===== src/rtl/wptr_full_ctrl.sv =====
// Write-domain pointer and flag controller for a dual-clock FIFO: binary/Gray write
// pointer, registered full/almost_full, sticky overflow and a write-side fill level.
module wptr_full_ctrl #(
    parameter int ADDR_WIDTH   = 3,
    parameter int AFULL_THRESH = 6
) (
    input  logic                  wclk,
    input  logic                  rst_n,
    input  logic                  winc,
    input  logic                  ovf_clr,
    input  logic [ADDR_WIDTH:0]   rptr_sync,
    output logic                  wen,
    output logic [ADDR_WIDTH-1:0] waddr,
    output logic [ADDR_WIDTH:0]   wptr,
    output logic                  full,
    output logic                  almost_full,
    output logic                  overflow,
    output logic [ADDR_WIDTH:0]   wlevel
);

    localparam int PW = ADDR_WIDTH + 1;
    localparam logic [PW-1:0] AFULL_T = PW'(AFULL_THRESH);

    logic [PW-1:0]         wbin_q, wbin_d;
    logic [PW-1:0]         wptr_q, wptr_d;
    logic [PW-1:0]         wlevel_q, wlevel_d;
    logic [PW-1:0]         rbin_s;
    logic [ADDR_WIDTH-1:0] waddr_q, waddr_d;
    logic                  full_q, full_d;
    logic                  afull_q, afull_d;
    logic                  ovf_q, ovf_d;
    logic                  wen_int;

    // Handshake: winc is a request; it is accepted (wen=1) exactly when full is low.
    // A request while full is dropped and only recorded in the sticky overflow flag.
    always_comb begin
        wen_int = winc & ~full_q;
        wbin_d  = wbin_q + {{ADDR_WIDTH{1'b0}}, wen_int};
        wptr_d  = (wbin_d >> 1) ^ wbin_d;
        waddr_d = wbin_d[ADDR_WIDTH-1:0];

        rbin_s         = '0;
        rbin_s[PW-1]   = rptr_sync[PW-1];
        for (int i = PW - 2; i >= 0; i--) begin
            rbin_s[i] = rbin_s[i+1] ^ rptr_sync[i];
        end

        // Modulo arithmetic makes the level correct across pointer wrap.
        wlevel_d = wbin_d - rbin_s;
        full_d   = (wptr_d == {~rptr_sync[PW-1:PW-2], rptr_sync[PW-3:0]});
        afull_d  = (wlevel_d >= AFULL_T);
        ovf_d    = (winc & full_q) | (ovf_q & ~ovf_clr);
    end

    always_ff @(posedge wclk or negedge rst_n) begin
        if (!rst_n) begin
            wbin_q   <= '0;
            wptr_q   <= '0;
            waddr_q  <= '0;
            wlevel_q <= '0;
            full_q   <= 1'b0;
            afull_q  <= 1'b0;
            ovf_q    <= 1'b0;
        end else begin
            wbin_q   <= wbin_d;
            wptr_q   <= wptr_d;
            waddr_q  <= waddr_d;
            wlevel_q <= wlevel_d;
            full_q   <= full_d;
            afull_q  <= afull_d;
            ovf_q    <= ovf_d;
        end
    end

    assign wen         = wen_int;
    assign waddr       = waddr_q;
    assign wptr        = wptr_q;
    assign full        = full_q;
    assign almost_full = afull_q;
    assign overflow    = ovf_q;
    assign wlevel      = wlevel_q;

endmodule


===== config.mk =====
export PLATFORM = sky130hd
export DESIGN_NAME = wptr_full_ctrl
export DESIGN_NICKNAME = d
export VERILOG_FILES = /design/src/rtl/wptr_full_ctrl.sv
export SDC_FILE = /design/constraint.sdc
export NUM_CORES = 1
export LEC_CHECK = 0
export CORE_MARGIN = 8
export CORE_UTILIZATION = 40
export CTS_CLUSTER_DIAMETER = 150
export CTS_CLUSTER_SIZE = 14
export DETAILED_ROUTE_END_ITERATION = 8
export HOLD_SLACK_MARGIN = 0.08
export PLACE_DENSITY = 0.79
export SLEW_MARGIN = 20
export SYNTH_ARGS = -nofsm -noshare
export SYNTH_HDL_FRONTEND = slang
export SYNTH_SLANG_ARGS = --single-unit

===== constraint.sdc =====
create_clock -name wclk -period 4.5 [get_ports wclk]
set_clock_uncertainty 0.2 [all_clocks]
set_input_delay 0.9 -clock wclk [delete_from_list [all_inputs] [get_ports wclk]]
set_output_delay 0.9 -clock wclk [all_outputs]
set_load 0.05 [all_outputs]

==> metrics.md <==
| Metric | Value |
|---|---|
| CP Buf/Inv Count | 2 |
| Max Cap Viol | 0 |
| Skew-Pair Late Insertion Delay | 280 ps |
| Synth Register Bits | 14 |
| CP required | 3400 ps |
| RSZ-0062 raised after global routing | no |
| Via density | about 4.6 |
| Dpl ws | between 1000 and 1500 ps |
| Final wirelength | between 1000 and 1500 um |
| Via Count | 516 |
| Share of layout cells above drive strength 1 | between 10% and 20% |
| Slew Viols, Final | 0 |
| M2 GR Usage | approximately 15% |
| Met1 usage | approximately 9% |
| Synthesized instance count | 62 |
| Crit path launch type | input pin |
| Crit path max-delay family | buffers and inverters |
| Routed WL per cell | roughly 13 um |
| Clock tree buffer depth | 2 |
| Num rows | 15 |
| Critical Path Most Common Cell | clkdlybuf4s50_1 |
| Worst hold path class | flop to flop |
| PostCTS Resize Cnt | 0 |
| Die area | ~0.0034 mm2 |
| I/O Pins | 23 |
| Vias in the first global route | 548 |
| Nets | a little over 100 |
| Crit Path Class | input pin to primary output |
| Htree depth | 1 |
| Crit end category | primary output |
| Hold Path Depth | 2 |
| Reg2reg setup slack | 2080 ps |
| Diode count | 0 |
| Worst r2r src | full |
| PortBufs | 22 |
| Fin Setup TNS | 0 ps |
| Synth unique cells | 24 |
| Fin crit share | 77.3% |
| CTS Hold Bufs | 0 |
| Top FF cell, synth | dfrtp_1 |
| Die width | 58.5 um |
| Slew headroom | 59.0% |
| DR DRC count | 0 |
| Pre-antenna DRT Iters | 4 |
| Worst path slowest cell | clkdlybuf4s50_1 |
| Placed cells | 109 |
| Mean Syn Cell Area | 11.7 um2 |
| GPL Wtd Cong | ~0.74 |
| Worst EP arrival | roughly 2400 ps |
| Status | completed |
| Worst-case reg-to-reg path depth | 8 |
| CTS tree | yes |
| Hold wc startpoint | overflow |
| Final setup viols | 0 |
| Core area | 0.00171 mm2 |
| Initial core utilization | ~42% |
| Max Clock Freq | around 290 MHz |
| Synthesized area | roughly 720 um2 |
| M3 GR Usage | 3.26% |
| Largest net degree at the start of global routing | 15 |
| Chip height | between 50 and 60 um |
| Clock transition at path regs | roughly 80 ps |
| PnR worst setup slack | 1020 ps |
| Remaining Overflow, GRT | 0 |
| Antenna Violating Nets Remaining | 0 |
| Final number of hold-violating endpoints | 0 |
| Overall fraction of global-route tracks in use | a little under a tenth |
| Initial antenna violation count | 0 |
| Postcts setup bufs | 0 |
| Register area share after synthesis | 48.4% |
| Gr busiest metal | met2 |
| Ys async rst share | 100% |
| Post-synth EDFFs | 0 |
| Slew @ Worst Pin | 614 ps |
| Final min period | between 3000 and 4000 ps |
| Clock sinks | 14 |
| Final HPWL DP | 1120 um |
| Yosys warns | 0 |
| Worst-path cell chain | clkdlybuf4s50_1 > nor2b_1 > clkdlybuf4s50_1 |
| Worst R2R End | almost_full |
| Net Count, Synth | between 70 and 80 |
| Root Buffer | clkbuf_4 |
| TritonCTS Buffers | 3 |
| Initial DRC Count | 6 |
| CP max FO | 2 |
| Finished Layout Cells | about 110 |
| Hold Path End | overflow |
| P&R area growth vs syn | 40.3% |
| First-pass GRT wire length | 2380 um |
| Largest stage delay on the critical path | about 830 ps |
==> layer usage <==
| metal | share of wire [%] | up-vias |
|---|---|---|
| met2 | 48 | 17 |
| met3 | 6.4 | 4 |
| met1 | 41 | 242 |
| met4 | 4.3 | 0 |
| li1 | - | 253 |
| met5 | 0 | - |
==> cell families after synthesis <==
family,count (synthesis),synth area share (%)
adders and majority gates,6,10.2
DFF,14,48.4
and+or+nand+nor,13,9.52
buffers and inverters,6,3.11
AOI/OAI and AO/OA,5,4.33
muxes,2,2.94
xor gates and xnor gates,16,21.5
==> cell usage after synthesis (2+ instances only) <==
library cell | count | area [um2]
a21oi_1 | 2 | 10.0
dfrtp_1 | 14 | 350
ha_1 | 5 | 62.6
inv_1 | 5 | 18.8
nand2_1 | 2 | 7.51
nand3_1 | 4 | 20.0
xnor2_1 | 4 | 35.0
xor2_1 | 10 | 87.6
==> how the worst max path moves through the flow <==
stage | from | endpoint | slack, ps | depth (start not counted)
floorplan | winc | almost_full | 860 | 8
global placement | winc | wen | 1040 | 3
detailed placement | winc | wen | 1010 | 3
CTS | winc | wen | 1010 | 3
global route | winc | wen | 980 | 3
finish | winc | wen | 1020 | 3
==> cell usage in the layout, fill, tap and decap left out, types with 2 or more instances in the layout <==
master / n
clkdlybuf4s50_1: 22
dfrtp_1: 14
xor2_1: 10
inv_1: 5
ha_1: 5
nand3_1: 4
xnor2_1: 4
clkbuf_4: 3
a21oi_1: 2
nand2_1: 2
==> cell type report <==
| class | count | area [um2] |
|---|---|---|
| clock buffer | 4 | 36.3 |
| fill | 142 | 693 |
| inverter | 5 | 18.8 |
| multi-input combinational | 42 | 350 |
| sequential | 14 | 350 |
| tap | 25 | 31.3 |
| timing repair buffer | 23 | 228 |
==> metrics by stage <==
step | hold WS (ps) | util (%) | instance area [um2]
2_1_floorplan | 404 | - | 723
3_3_place_gp | 311 | 57.3 | 978
3_5_place_dp | 333 | 57.3 | 978
4_1_cts | 349 | 59.4 | 1010
5_1_grt | 386 | 59.4 | 1010
6_report | 338 | 59.4 | 1010
==> state kept, by name, summed over array words and instances (netlist names) <==
register / cells
wlevel: 4
overflow: 1
wbin_q: 2
waddr: 2
almost_full: 1
full: 1
wptr: 3
==> worst register-to-register path: cells and delay by family, from the launching register on <==
family          cells  cell delay [ps]
flops               1              410
simple gates        2              240
fa+ha+maj           3              740
compound gates      1              200
mux                 1              360
xor+xnor            1              210
Power is left out: the tool's default activity adds up to more than one toggle a clock period on the data nets, which glitch-free logic cannot reach.
==> edit: new RTL, config.mk and constraints unchanged <==
Make the reset (`rst_n`) synchronous in one clocked block.
--- a/src/rtl/wptr_full_ctrl.sv
+++ b/src/rtl/wptr_full_ctrl.sv
@@ -52,7 +52,7 @@
         ovf_d    = (winc & full_q) | (ovf_q & ~ovf_clr);
     end
 
-    always_ff @(posedge wclk or negedge rst_n) begin
+    always_ff @(posedge wclk) begin
         if (!rst_n) begin
             wbin_q   <= '0;
             wptr_q   <= '0;
Check against the original RTL: differs if rst_n is asserted again (counterexample within 4 cycles, from zero or initial values and one cycle with rst_n low); with rst_n held inactive, the same outputs for 10 cycles.
==> edit against the unedited design <==
  * Synthesized cell count grew 8.1%
  * Highest routed layer unchanged
  * Critical path type unchanged
  * Sequential cell count is the same
  * Worst setup slack lost 0.0020 ns
  * Routed wire length shrank 18%
  * Area after synthesis shrank 8.5%
  * Cell area shrank 8.5%
  * Worst hold slack lost 0.062 ns
  * Count of clock-buffer cells in the layout shrank 1
  * Maximum frequency is essentially flat
==> edit: results (changes against the unedited design) <==
[outcome]
outcome = complete, no violations  ; unchanged

[global_routing]
grt_first_pass_wirelength_um = 2160  ; was 2380 um
grt_pass1_vias = 519  ; was 548
use_met1 = 0.0807  ; was 0.0893
grt_max_degree = 9  ; was 15
grtUsageTotal = 0.0805  ; was 0.0941
grtUsageMet2 = 0.139  ; was 0.153
use_met3 = 0.0382  ; was 0.0326

[final_layout]
utilization = 0.609  ; was 0.594
fill_cells = 135  ; was 142

[synth]
postSynthAreaPerCell_um2 = 9.88  ; was 11.7 um^2
yosysSeqAreaShare = 0.423  ; was 0.484
synthDistinctLibCells = 20  ; was 24
yosys_warnings = 0  ; unchanged
synth_area_leaders = dfxtp_1 42%, xnor2_1 12%, ha_1 9.5%  ; was dfrtp_1 48%, xor2_1 12%, ha_1 8.7%
synthTopCellsByCount = 14 x dfxtp_1, 9 x xnor2_1, 6 x and2_1, 6 x nor2_1  ; was 14 x dfrtp_1, 10 x xor2_1, 5 x ha_1, 5 x inv_1
async_reset_ff_frac = 0  ; was 1.00
syn-num-nets = 80  ; was 75

[timing]
slew_headroom = 0.658  ; was 0.590
min_period_ns = 3.48  ; about the same
holdWs_ns = 0.276  ; was 0.338 ns

[placed_design]
dpl_cell_area_um2 = 906  ; was 978 um^2
place_congestion = 0.722  ; was 0.742
place_hpwl_um = 1040  ; was 1120 um
placedCellCount = 105  ; was 109
place_ws_ns = 1.02  ; was 1.01 ns

[setup_path]
crit_path_max_fanout = 2  ; unchanged
reg2reg_slack_ns = 2.28  ; was 2.08 ns

[clock_tree]
path_clk_slew_ns = 0.08  ; about the same
cts_setup_buffers = 0  ; unchanged
clock_latency_ns = 0.26  ; was 0.28 ns

[drt]
num_vias = 508  ; was 516

edit: routing by layer:
metal	part of all wire	wire [um]
met2	0.48	558
met1	0.42	493
met3	0.080	93
met5	0	0
met4	0.018	21
edit: cell type report:
cell class	instances	area [um^2]	share of cell area
Clock buffer	3	22.5	0.0243
Inverter	4	15.0	0.0162
Multi-Input combinational cell	48	363	0.391
Sequential cell	14	280	0.302
Tap cell	16	20.0	0.0216
Timing Repair Buffer	23	228	0.245
edit: kinds of logic (layout without fill, tap and decap cells):
group,after synthesis,count (layout),share of synthesized area
AND/OR/NAND/NOR,21,21,0.157
AO/OA/AOI/OAI,6,6,0.0586
buffers and inverters,5,30,0.0283
adder cells (fa/ha/maj),6,6,0.112
flip-flops,14,14,0.423
XOR/XNOR,15,15,0.221
edit: final timing paths:
kind,startpoint,cells past startpoint,to
worst max-delay path,winc,3,wen
worst min-delay path,overflow,2,overflow
worst max register to register,full,9,almost_full
worst min register to register,overflow,2,overflow
edit: report_power, final:
group	internal (mW)	switching [mW]
combinational	0.0680	0.106
sequential	0.141	0.00455
clock	0.0308	0.0324
total	0.239	0.143
edit: worst reg2reg max path, cell delays in order, from the launching register on:
cell and delay, ns:
dfxtp_1 0.35, nor2b_1 0.07, ha_1 0.21, ha_1 0.40, xor2_1 0.21, ha_1 0.20, a21oi_1 0.15, xnor2_1 0.17
nand2_1 0.08, a21oi_1 0.13
